**src/rtl/apb_master.sv**
```systemverilog
// apb_master: APB3 master that converts a valid/ready command stream into
// SETUP/ACCESS bus transfers and returns a one-cycle response pulse.
// Optional feature: define APB_MASTER_TIMEOUT_EN to abort an ACCESS phase
// after TIMEOUT consecutive wait states (response flagged as an error).
module apb_master #(
    parameter int AWIDTH  = 4,
    parameter int DWIDTH  = 8,
    parameter int TIMEOUT = 16
) (
    input  logic              pclk,
    input  logic              presetn,
    input  logic              cmd_valid,
    output logic              cmd_ready,
    input  logic              cmd_write,
    input  logic [AWIDTH-1:0] cmd_addr,
    input  logic [DWIDTH-1:0] cmd_wdata,
    output logic              rsp_valid,
    output logic [DWIDTH-1:0] rsp_rdata,
    output logic              rsp_err,
    output logic              psel,
    output logic              penable,
    output logic              pwrite,
    output logic [AWIDTH-1:0] paddr,
    output logic [DWIDTH-1:0] pwdata,
    input  logic [DWIDTH-1:0] prdata,
    input  logic              pready,
    input  logic              pslverr
);

    typedef enum logic [1:0] {
        IDLE   = 2'd0,
        SETUP  = 2'd1,
        ACCESS = 2'd2
    } state_t;

    state_t            state_q, state_d;
    logic              psel_q, psel_d;
    logic              penable_q, penable_d;
    logic              pwrite_q, pwrite_d;
    logic [AWIDTH-1:0] paddr_q, paddr_d;
    logic [DWIDTH-1:0] pwdata_q, pwdata_d;
    logic              rsp_valid_q, rsp_valid_d;
    logic [DWIDTH-1:0] rsp_rdata_q, rsp_rdata_d;
    logic              rsp_err_q, rsp_err_d;

`ifdef APB_MASTER_TIMEOUT_EN
    localparam int CW = $clog2(TIMEOUT + 1);
    logic [CW-1:0]     wait_cnt_q, wait_cnt_d;
`endif

    // The master can only take a new command while the bus is idle.
    assign cmd_ready = (state_q == IDLE);

    assign psel      = psel_q;
    assign penable   = penable_q;
    assign pwrite    = pwrite_q;
    assign paddr     = paddr_q;
    assign pwdata    = pwdata_q;
    assign rsp_valid = rsp_valid_q;
    assign rsp_rdata = rsp_rdata_q;
    assign rsp_err   = rsp_err_q;

    // Next-state and registered-output computation for the APB sequence.
    always_comb begin
        state_d     = state_q;
        psel_d      = psel_q;
        penable_d   = penable_q;
        pwrite_d    = pwrite_q;
        paddr_d     = paddr_q;
        pwdata_d    = pwdata_q;
        rsp_valid_d = 1'b0;
        rsp_rdata_d = rsp_rdata_q;
        rsp_err_d   = rsp_err_q;
`ifdef APB_MASTER_TIMEOUT_EN
        wait_cnt_d  = wait_cnt_q;
`endif
        case (state_q)
            IDLE: begin
                if (cmd_valid) begin
                    state_d   = SETUP;
                    psel_d    = 1'b1;
                    penable_d = 1'b0;
                    pwrite_d  = cmd_write;
                    paddr_d   = cmd_addr;
                    if (cmd_write) begin
                        pwdata_d = cmd_wdata;
                    end
`ifdef APB_MASTER_TIMEOUT_EN
                    wait_cnt_d = '0;
`endif
                end
            end
            SETUP: begin
                state_d   = ACCESS;
                penable_d = 1'b1;
            end
            ACCESS: begin
                if (pready) begin
                    state_d     = IDLE;
                    psel_d      = 1'b0;
                    penable_d   = 1'b0;
                    rsp_valid_d = 1'b1;
                    rsp_err_d   = pslverr;
                    rsp_rdata_d = pwrite_q ? '0 : prdata;
                end
`ifdef APB_MASTER_TIMEOUT_EN
                else if (wait_cnt_q == CW'(TIMEOUT)) begin
                    state_d     = IDLE;
                    psel_d      = 1'b0;
                    penable_d   = 1'b0;
                    rsp_valid_d = 1'b1;
                    rsp_err_d   = 1'b1;
                    rsp_rdata_d = '0;
                end else begin
                    wait_cnt_d = wait_cnt_q + 1'b1;
                end
`endif
            end
            default: begin
                state_d   = IDLE;
                psel_d    = 1'b0;
                penable_d = 1'b0;
            end
        endcase
    end

    // State and output registers; reset drops any in-flight transfer.
    always_ff @(posedge pclk or negedge presetn) begin
        if (!presetn) begin
            state_q     <= IDLE;
            psel_q      <= 1'b0;
            penable_q   <= 1'b0;
            pwrite_q    <= 1'b0;
            paddr_q     <= '0;
            pwdata_q    <= '0;
            rsp_valid_q <= 1'b0;
            rsp_rdata_q <= '0;
            rsp_err_q   <= 1'b0;
        end else begin
            state_q     <= state_d;
            psel_q      <= psel_d;
            penable_q   <= penable_d;
            pwrite_q    <= pwrite_d;
            paddr_q     <= paddr_d;
            pwdata_q    <= pwdata_d;
            rsp_valid_q <= rsp_valid_d;
            rsp_rdata_q <= rsp_rdata_d;
            rsp_err_q   <= rsp_err_d;
        end
    end

`ifdef APB_MASTER_TIMEOUT_EN
    // Wait-state counter register.
    always_ff @(posedge pclk or negedge presetn) begin
        if (!presetn) begin
            wait_cnt_q <= '0;
        end else begin
            wait_cnt_q <= wait_cnt_d;
        end
    end
`endif

endmodule

```
**config.mk**
```make
export PLATFORM = sky130hd
export DESIGN_NAME = apb_master
export DESIGN_NICKNAME = d
export VERILOG_FILES = /design/src/rtl/apb_master.sv
export SDC_FILE = /design/constraint.sdc
export NUM_CORES = 1
export LEC_CHECK = 0
export CAP_MARGIN = 20
export CORE_ASPECT_RATIO = 0.75
export CORE_MARGIN = 2
export CORE_UTILIZATION = 42
export DETAILED_ROUTE_END_ITERATION = 8
export GPL_ROUTABILITY_DRIVEN = 0
export PLACE_DENSITY_LB_ADDON = 0.12
export SYNTH_ARGS = -nofsm -noshare
export SYNTH_HDL_FRONTEND = slang
export SYNTH_SLANG_ARGS = --single-unit
```
**constraint.sdc**
```tcl
create_clock -name pclk -period 2.9 [get_ports pclk]
set_input_delay 0.58 -clock pclk [delete_from_list [all_inputs] [get_ports pclk]]
set_output_delay 0.58 -clock pclk [all_outputs]
set_load 0.005 [all_outputs]
```
==> reports/metrics.csv, run 1 <==
stage,metric,value,unit
outcome,status,completed,
synthesis,Post-Syn Nets,104,
timing,RSZ-0062 raised after global routing,no,
route,drt wl/cell,13.4,microns
cts,H-Tree Level Count,1,
timing,Peak Freq,0.493,GHz
worst_setup_path,Critical Path RT,2.32,ns
cts,CTS buffer count,3,
synthesis,Yosys reg bits,26,
cts,# resized after CTS,0,
grt,first-pass GRT wire length,3.24,mm
cts,TritonCTS clock tree,yes,
min_path,hold wc startpoint,rsp_rdata[1]$_DFFE_PN0P_,
timing,minimum clock period,2.03,ns
cts,"CTS clk-pin slew, worst paths",0.14,ns
floorplan,Die X,61.9,microns
power,clock network fraction of total power,0.153,
synthesis,"Top FF cell, synth",dfrtp_1,
synthesis,top-area cell type share of the netlist area,0.617,
route,Starting DRT DRC Count,31,
route,router iterations before antenna repair,3,
cts,Post-CTS Hold Buffers,0,
worst_setup_path,nature of the critical path endpoint,primary output,
worst_setup_path,data arrival time of the worst path,1.45,ns
grt,vias in the first global route,699,
route,uppermost layer routed,met4,
synthesis,Post-synth top cells,"dfrtp_1, nand2_1, o21ai_0",
power,switching part of the total,0.270,
power,internal power,1.18,mW
worst_setup_path,FF-to-FF setup slack,1.29,ns
timing,actual transition at the worst max-transition pin,0.600,ns
cts,CTS Root Cell,clkbuf_4,
finish,number of diodes,0,
worst_setup_path,Worst Setup Start Kind,flop,
worst_setup_path,Crit Path Max Fanout,7,
worst_setup_path,Reg2Reg Depth,3,
power,Final Power,1.61,mW
route,met1 WL,1.04,mm
power,Seq pwr share,0.409,
route,Vias/cell,4.31,
power,Leak Pwr,0.707,nW
synthesis,cell count after synthesis,78,
worst_setup_path,worst r2r src,state_q[1]$_DFFE_PN0P_,
cts,clock sink count,26,
grt,largest net degree at the start of global routing,27,
floorplan,FP Rows,15,
worst_setup_path,"Largest stage delay, worst path",0.50,ns
synthesis,Yosys top cell by area,dfrtp_1,
route,final WL,2.23,mm
grt,total global routing overflow,0,
synthesis,most common cell in the synthesized netlist,dfrtp_1,
placement,IO Port Bufs,51,
finish,Synth-to-Final Area Change,55.9,%
floorplan,Die Height,47.4,microns
route,metal2 WL,1.00,mm
route,vias after detailed routing,716,
synthesis,"Distinct cells, synth",14,
timing,relative slew slack,0.599,
grt,initial antenna violation count,0,
floorplan,IO Pins,52,
worst_setup_path,worst-path cell chain,"nor2_1, clkdlybuf4s50_1",
route,DR WL met3,176,microns
cts,postcts setup bufs,0,
finish,share of post-route cells with drive strength above 1,0.159,
synthesis,Synth area leaders,"dfrtp_1, mux2_4, mux2_2",
timing,count of pins over their slew limit,0,
cts,clock latency on the worst-skew pair,0.32,ns
worst_setup_path,WS Path Type,flop to primary output,
timing,clk_skew,0.00412,ns
timing,Final Hold Viols,0,
synthesis,synthesized cell area,0.00105,sq mm
route,Final ANT Viol Nets,0,
floorplan,die footprint,0.00293,sq mm
floorplan,area of the core,0.00235,sq mm
placement,post-DP HPWL,1.67,mm
power,Psw,0.436,mW
synthesis,Syn. warnings,0,
floorplan,Starting Density,0.450,
synthesis,"FFs w/ async S/R, synth",1.00,
cts,maximum clock path buffer count,2,
min_path,number of cells on the worst hold path,2,
min_path,Hold Path Class,flop to flop,
timing,fin crit share,0.699,
worst_setup_path,reg2reg end,pwdata[6]$_DFFE_PN0P_,
job,Max Cap Viol,0,
timing,final setup violation count,0,
route,DRC,0,
timing,setup tns final,0,ns
power,Max rail drop VDD,581,uV
grt,gr usage total,0.162,
synthesis,Post-synth EDFFs,0,
min_path,Hold EP,rsp_rdata[1]$_DFFE_PN0P_,
synthesis,sequential area share after synthesis,0.617,
finish,Nets,159,
synthesis,Synth Area per Inst,13.5,sq um
worst_setup_path,Crit-path slowest cell,clkdlybuf4s50_1,
power,Comb pwr share,0.438,
power,pwr dens,982,mW/mm^2
-- worst max-delay path: cells and delay by family (launching register included) --
kind / cells / cell delay [ns]
DFF: 1 / 0.49
and+or+nand+nor: 1 / 0.13
buffers and inverters: 1 / 0.50
-- cell usage in the layout (no fill, tap or decap), types with 2 or more instances in the layout --
cell type / count
clkbuf_4: 3
clkdlybuf4s50_1: 51
nand2_1: 10
nand2b_1: 8
dfrtp_1: 26
mux2_2: 6
o21ai_0: 10
inv_1: 2
mux2_4: 8
nor2_1: 2
-- cell type report --
type,instances,area [sq um]
Clock buffer,3,22.5
Clock inverter,1,30.0
Fill cell,194,702
Inverter,2,7.51
Multi-Input combinational cell,48,373
Sequential cell,26,651
Tap cell,34,42.5
Timing Repair Buffer,52,518
-- sequential cells by signal (all words and copies together) (netlist names) --
register,flops
state_q,2
rsp_valid,1
rsp_err,1
rsp_rdata,8
pwdata,8
paddr,4
psel,1
pwrite,1
-- power by group through the flow --
| stage | registers [mW] | logic [mW] | clock network (mW) |
|---|---|---|---|
| finish | 0.661 | 0.706 | 0.247 |
| global route | 0.687 | 0.769 | 0.268 |
| global placement | 0.662 | 0.691 | 0 |
| CTS | 0.662 | 0.718 | 0.253 |
| detailed placement | 0.667 | 0.717 | 0 |
| floorplan | 0.665 | 0.272 | 0 |
-- stage by stage --
stage | util | hold WS [ns] | setup WS (ns) | std cells | cell area (sq um)
2_1_floorplan | - | 0.284 | 1.31 | 78 | 1050
3_3_place_gp | 0.678 | 0.460 | 0.767 | 162 | 1590
3_5_place_dp | 0.678 | 0.473 | 0.721 | 162 | 1590
4_1_cts | 0.701 | 0.506 | 0.854 | 166 | 1640
5_1_grt | 0.701 | 0.539 | 0.787 | 166 | 1640
6_report | 0.701 | 0.499 | 0.873 | 166 | 1640
-- per-layer routing --
metal	vias up	GRT usage
met2	32	0.251
met1	316	0.227
li1	366	-
met4	0	0.0255
met3	2	0.0551
met5	-	0
-- worst max-delay path by stage --
stage                                 from                     to  slack [ns]  cells after the start
floorplan                        cmd_valid  pwdata[0]$_DFFE_PN0P_        1.31                      4
global placement                 cmd_valid  pwdata[4]$_DFFE_PN0P_        0.77                      4
detailed placement               cmd_valid  pwdata[7]$_DFFE_PN0P_        0.72                      4
CTS                 state_q[1]$_DFFE_PN0P_              cmd_ready        0.85                      2
global route        state_q[1]$_DFFE_PN0P_              cmd_ready        0.79                      2
finish              state_q[1]$_DFFE_PN0P_              cmd_ready        0.87                      2
-- cell families after synthesis --
logic type | share of synthesized area
flops | 0.617
compound gates | 0.0522
simple gates | 0.123
buf+inv | 0.0297
mux | 0.178
Power figures use the tool's default switching activity.
==> inputs of run 2 (changes only) <==
CORE_UTILIZATION = 35   (was 42)
clock period = 1.65 ns   (was 2.9 ns; I/O delays follow)
==> run 2 against run 1 <==
  * Core utilization is 13 points lower
  * Largest power group unchanged
  * Count of clock-buffer cells in the layout is 1 higher
  * Non-clock buffer count is 3 higher
==> reports/metrics.csv, run 2 (synthesis results as in run 1) <==
stage,metric,value,unit,change
timing,Final Hold Viols,0,,unchanged
worst_setup_path,FF-to-FF setup slack,0.29,ns,-1.00 ns
outcome,status,completed,,
cts,maximum clock path buffer count,2,,unchanged
grt,largest net degree at the start of global routing,27,,unchanged
grt,first-pass GRT wire length,3.39,mm,+4.9%
cts,clock sink count,26,,unchanged
timing,Peak Freq,0.643,GHz,
worst_setup_path,worst-path cell chain,clkdlybuf4s50_1,,
worst_setup_path,worst r2r src,state_q[1]$_DFFE_PN0P_,,
worst_setup_path,WS Path Type,flop to primary output,,
finish,number of diodes,0,,unchanged
finish,share of post-route cells with drive strength above 1,0.185,,+0.0261
finish,Nets,162,,+1.9%
finish,Synth-to-Final Area Change,58.7,%,
power,Leak Pwr,0.722,nW,+2.1%
worst_setup_path,Critical Path RT,1.32,ns,-1.00 ns
route,uppermost layer routed,met4,,
timing,fin crit share,0.942,,
timing,relative slew slack,0.783,,+0.184
finish,most frequent cells in the layout,"clkdlybuf4s50_1, dfrtp_1, nand2_1, o21ai_0",,
floorplan,area of the core,0.00291,sq mm,+24%
timing,setup tns final,0,ns,unchanged
placement,IO Port Bufs,51,,unchanged
route,metal2 WL,997,microns,-0.60%
floorplan,Starting Density,0.362,,-0.0876
job,Max Cap Viol,0,,unchanged
timing,final setup violation count,0,,unchanged
route,DR WL met3,168,microns,-4.5%
grt,vias in the first global route,732,,+4.7%
cts,CTS buffer count,3,,unchanged
floorplan,Die X,67.4,microns,+8.9%
route,vias after detailed routing,751,,+4.9%
finish,Filler Cell Count,227,,+17%
worst_setup_path,data arrival time of the worst path,1.22,ns,-0.23 ns
route,Vias/cell,4.34,,+0.64%
floorplan,IO Pins,52,,unchanged
timing,clk_skew,0.00321,ns,-0.000913 ns
worst_setup_path,Crit-path slowest cell,clkdlybuf4s50_1,,
worst_setup_path,"Largest stage delay, worst path",0.53,ns,+0.03 ns
floorplan,Die Height,51.5,microns,+8.7%
grt,initial antenna violation count,0,,unchanged
timing,RSZ-0062 raised after global routing,no,,
power,Max rail drop VDD,899,uV,+55%
timing,minimum clock period,1.55,ns,
finish,"leading cell type in the layout, fill and taps excluded",clkdlybuf4s50_1,,
cts,Post-CTS Hold Buffers,0,,unchanged
power,pwr dens,1680,mW/mm^2,+71%
placement,"worst slack, placed",-0.0629,ns,-0.784 ns
min_path,Hold Path Class,input port to asynchronous set/reset pin,,
worst_setup_path,Crit path max-delay family,buffers and inverters,,
worst_setup_path,Crit Path Max Fanout,7,,unchanged
cts,"CTS clk-pin slew, worst paths",0.08,ns,-0.06 ns
timing,actual transition at the worst max-transition pin,0.325,ns,-0.275 ns
worst_setup_path,nature of the critical path endpoint,primary output,,
grt,gr usage total,0.133,,-0.0285
cts,H-Tree Level Count,1,,unchanged
timing,count of pins over their slew limit,0,,unchanged
route,drt wl/cell,12.1,microns,-10%
floorplan,FP Rows,17,,+2
route,router iterations before antenna repair,4,,+1
route,final WL,2.09,mm,-6.5%
cts,clock latency on the worst-skew pair,0.26,ns,-0.06 ns
finish,"Core Util, Final",0.574,,-0.126
worst_setup_path,Worst Setup Start Kind,flop,,
worst_setup_path,Reg2Reg Depth,3,,unchanged
grt,total global routing overflow,0,,unchanged
route,met1 WL,907,microns,-13%
cts,CTS Root Cell,clkbuf_8,,
timing,post-route setup slack,0.0950,ns,-0.778 ns
worst_setup_path,reg2reg end,pwdata[1]$_DFFE_PN0P_,,
placement,post-DP HPWL,1.61,mm,-3.8%
route,Starting DRT DRC Count,29,,-6.5%
floorplan,die footprint,0.00347,sq mm,+18%
worst_setup_path,WP buf/inv,1,,unchanged
cts,TritonCTS clock tree,yes,,
route,Final ANT Viol Nets,0,,unchanged
route,DRC,0,,unchanged
[run 2: layout make-up]
class                   count  area, sq um  area share
multi-input cells          48          373       0.223
clock buffers               4         55.1      0.0329
flip-flops and latches     26          652       0.389
well taps                  38         47.5      0.0284
inverters                   2         7.51     0.00448
repair buffers             55          539       0.322
[run 2: what timing repair did]
action                                 CTS  global route
resized for setup                        2             0
endpoints found under the hold margin    0             0
setup buffers                            0             0
setup endpoints to repair                1             0
[run 2: power by group]
part           internal (mW)  switching (mW)
logic                  0.907           0.372
registers              0.946           0.191
clock network          0.213           0.180
total                   2.07           0.743
[run 2: layer usage]
metal,up-vias,global-route usage
met5,-,0
met4,0,0.0204
met3,2,0.0584
met2,27,0.224
met1,350,0.161
li1,372,-
[run 2: worst max-delay path by stage]
stage	startpoint	to	cells past startpoint
after detailed placement	cmd_valid	pwdata[1]$_DFFE_PN0P_	4
after global routing	state_q[1]$_DFFE_PN0P_	penable	1
final	state_q[1]$_DFFE_PN0P_	penable	1
after floorplan	state_q[1]$_DFFE_PN0P_	pwdata[0]$_DFFE_PN0P_	4
after global placement	cmd_valid	pwdata[4]$_DFFE_PN0P_	4
after CTS	state_q[1]$_DFFE_PN0P_	penable	1
[run 2: metrics by stage]
| stage | total power [mW] | instance area, sq um | hold slack, ns | cells |
|---|---|---|---|---|
| after global routing | 3.03 | 1670 | 0.461 | 173 |
| after floorplan | 1.65 | 1050 | 0.0344 | 78 |
| after detailed placement | 2.47 | 1620 | 0.473 | 169 |
| final | 2.81 | 1670 | 0.429 | 173 |
| after CTS | 2.86 | 1670 | 0.440 | 173 |
| after global placement | 2.43 | 1620 | 0.462 | 169 |
==> RTL edit 1, RTL diff (config.mk and constraints of run 2) <==
Take the reset off `paddr_q`, `pwdata_q` and `rsp_rdata_q` and load them in a clocked block of their own.
--- a/src/rtl/apb_master.sv
+++ b/src/rtl/apb_master.sv
@@ -133,6 +133,3 @@
             pwrite_q    <= 1'b0;
-            paddr_q     <= '0;
-            pwdata_q    <= '0;
             rsp_valid_q <= 1'b0;
-            rsp_rdata_q <= '0;
             rsp_err_q   <= 1'b0;
@@ -143,8 +140,11 @@
             pwrite_q    <= pwrite_d;
-            paddr_q     <= paddr_d;
-            pwdata_q    <= pwdata_d;
             rsp_valid_q <= rsp_valid_d;
-            rsp_rdata_q <= rsp_rdata_d;
             rsp_err_q   <= rsp_err_d;
         end
+    end
+
+    always_ff @(posedge pclk) begin
+        paddr_q     <= paddr_d;
+        pwdata_q    <= pwdata_d;
+        rsp_rdata_q <= rsp_rdata_d;
     end
Function: changed (a bounded check fails within 4 cycles, from zero or initial values and one cycle with presetn low).
==> RTL edit 1 against run 2 <==
- synthesized area is 14% lower
- sequential cell count stayed put
- clock skew hardly changed
- setup slack worse by 9.9 ps
- power is 27% lower
- routed wire length is 17% lower
- maximum frequency is 0.63% lower
- design area is 7.2% lower
- largest cell class unchanged
- largest power group is now sequential cells
- highest routed layer unchanged
==> RTL edit 1: results <==
[run_status]
status = finished, final reports clean

[power]
irDropWorstVdd_uv = 889.7
power_leakage_nw = 0.5944
switching_share_pct = 23.50

[timing]
skew_ps = 3.540
hold_viol_final = 0
worstMarginPinSlew_ps = 277.4

[clocking]
path_clk_slew_ps = 140
root_buffer = clkbuf_4
post_cts_buffers = 5
clk-insertion-delay-late_ps = 320
ctsResizeCount = 1

[yosys]
syn_nets = 74
synthFlopType = edfxtp_1
yosys-top-cells-area = edfxtp_1 (67%), dfrtp_1 (17%), nor2b_1 (5.5%)
synth_common_cells = edfxtp_1 (20), nor2b_1 (8), dfrtp_1 (6)
synth_compound_gate_area_share_pct = 1.664
async_flop_share_pct = 23.08
synth_area_per_cell_sq_um = 18.79
synthMuxAreaShare_pct = 3.329
synth-edff-count = 20
synth_adder_area_share_pct = 0
synth_seq_area_share_pct = 83.22

[drt]
drt-initial-drc-count = 3
wire_per_inst_um = 12.13
drt-met1-wl_um = 771
met3WireLength_um = 77
met2_length_um = 864
vias_per_cell = 4.224
via_count = 604

[global_routing]
grt_util_all_layers_pct = 11.38
grt_pass1_vias = 535
grt_start_max_net_pins = 16
use_met3_pct = 2.824
grt_first_pass_wirelength_um = 2477
met1_usage_pct = 14.09

[critical_path]
r2r_start = state_q[1]
worst-path-max-fanout = 3
cp_slowest_stage_delay_ps = 510
crit_path_start = psel

[final_layout]
drive_above_1_share_pct = 15.60
nets = 136

[placed_design]
placed_cells = 134
place_hpwl_um = 1290
placed_cell_area_sq_um = 1463
==> RTL edit 1: changes by cell type after synthesis, sizes merged, moves of 2 or more <==
cell	change
dfrtp	-20
mux2	-12
nand2	-8
nand2b	-8
nor2b	+8
o21ai	-8
and3	+2
edfxtp	+20
==> RTL edit 1: through the flow <==
| step | worst slack, ps | total power, mW |
|---|---|---|
| detailed placement | 120.9 | 1.561 |
| CTS | 12.54 | 2.063 |
| global placement | 139.4 | 1.551 |
| global route | 35.89 | 2.150 |
| floorplan | 462.4 | 1.167 |
| finish | 85.12 | 2.046 |
==> RTL edit 1: final timing paths <==
kind | end | slack (ps) | cells past startpoint
worst max-delay path | psel | 90 | 1
worst min-delay path | state_q[1] | 230 | 1
worst max register to register | pwdata[7] | 300 | 4
worst min register to register | rsp_err | 530 | 1
max in group asynchronous | rsp_valid | 1210 | 1
min in group pclk | rsp_err | 530 | 1
==> RTL edit 1: kinds of logic (layout without fill, tap and decap cells) <==
kind of cell / Yosys count / after routing
buf+inv: 1 / 62
compound gates: 3 / 3
simple gates: 16 / 16
mux: 2 / 2
flops: 26 / 26
==> RTL edit 1: area by class of cell <==
type	instances	area, sq um
Fill cell	186	810.8
Sequential cell	26	750.7
Timing Repair Buffer	57	556.8
Multi-Input combinational cell	21	147.6
Tap cell	34	42.54
Clock inverter	1	30.03
Clock buffer	3	22.52
Inverter	1	3.754
==> RTL edit 1: power groups by stage <==
stage | sequential [mW] | clock, mW | combinational, mW
2_1_floorplan | 0.987 | 0 | 0.180
3_3_place_gp | 0.961 | 0 | 0.590
3_5_place_dp | 0.963 | 0 | 0.598
4_1_cts | 0.931 | 0.438 | 0.694
5_1_grt | 0.947 | 0.456 | 0.748
6_report | 0.932 | 0.427 | 0.687
==> RTL edit 2, RTL diff (settings of run 2) <==
Made on the original files. Add a define of `APB_MASTER_TIMEOUT_EN`.
--- a/src/rtl/apb_master.sv
+++ b/src/rtl/apb_master.sv
@@ -4,2 +4,4 @@
 // after TIMEOUT consecutive wait states (response flagged as an error).
+`define APB_MASTER_TIMEOUT_EN
+
 module apb_master #(
Check against the original RTL: no difference found for any inputs over 10 cycles, from zero or initial values and one cycle with presetn low; that may be too few to reach the edited logic, so the function may still have changed.
==> RTL edit 2 against run 2 <==
- count of clock-buffer cells in the layout up 2
- critical path depth up 1
- sequential cell count up 5
- setup slack worse by 43 ps
- via count up 30%
- combinational power up 16%
- routed wire length up 36%
- power up 18%
- synthesized area up 26%
- cell count up 24%
- first-iteration DRC count down 34%
- synthesized cell count up 21%
- design area up 25%
==> RTL edit 2: results <==
[run_status]
status = finished, final reports clean

[placed_design]
place_hpwl_um = 2003
place_ws_ps = -89.86
placed_cell_area_sq_um = 1962

[yosys]
ys_types = 28
yosys-top-cells-area = dfrtp_1 (59%), mux2_4 (9.1%), a22o_1 (5.9%)
synth_area_per_cell_sq_um = 14.10
synth_xor_area_share_pct = 0.6610
synthMuxAreaShare_pct = 14.92
synth_common_cells = dfrtp_1 (31), a22o_1 (9), mux2_4 (8), mux2_2 (6)
synth_adder_area_share_pct = 1.889
synth_seq_area_share_pct = 58.55
synth_compound_gate_area_share_pct = 11.05
syn_nets = 122

[power]
irDropWorstVdd_uv = 706.9
power_leakage_nw = 0.9177

[drt]
drt-initial-drc-count = 19
wire_per_inst_um = 13.23
vias_per_cell = 4.549
drt-met1-wl_um = 1295
met2_length_um = 1320

[final_layout]
drive_above_1_share_pct = 25.77
fillerInstances = 317

[critical_path]
ff2ff_path_depth = 6
r2r_slack_ps = 100
r2r_start = wait_cnt_q[1]
r2r-end = rsp_rdata[4]
worst-path-max-fanout = 4
critPathArrivalTime_ps = 1270

[clocking]
path_clk_slew_ps = 60
cts_made_buffers = 5
root_buffer = clkbuf_8
htree_levels = 2
clk-insertion-delay-late_ps = 280

[global_routing]
met1_usage_pct = 18.39
grt_start_max_net_pins = 32
grt_pass1_vias = 988
grt_util_all_layers_pct = 14.75
use_met3_pct = 6.007
globalRouteMet2Util_pct = 22.31
grt_first_pass_wirelength_um = 4616

[timing]
maxSlewHeadroom_pct = 62.68
clock.fmax_mhz = 625.9
skew_ps = 4.749
whs_ps = 437.1
## RTL edit 2: cell types whose count changed in the layout (fill, tap and decap cells not counted), sizes merged, moves of 5 or more
cell / delta
buf: +10
dfrtp: +5
nand2b: -7
o21ai: -9
nand2: -9
a22o: +9
## RTL edit 2: layout make-up
type | instances | area [sq um] | area share [%]
multi-input combinational | 55 | 509.2 | 24.42
inverter | 5 | 18.77 | 0.8998
clock buffer | 6 | 82.58 | 3.959
tap | 52 | 65.06 | 3.119
clock inverter | 1 | 5.005 | 0.2400
timing repair buffer | 65 | 626.9 | 30.05
sequential | 31 | 778.2 | 37.31
## RTL edit 2: what timing repair did
action                     CTS  global route
buffers inserted             4             0
setup endpoints to repair    2             1
cloned                       0             0
gates resized for setup      3             1
## RTL edit 2: critical path, cell delays in order, from the launching register on
cell             delay, ps
dfrtp_2                430
buf_4                  140
clkdlybuf4s50_1        430
## RTL edit 2: where the power goes
group	switching [mW]	internal, mW
combinational	0.462	1.02
clock	0.256	0.326
sequential	0.185	1.07
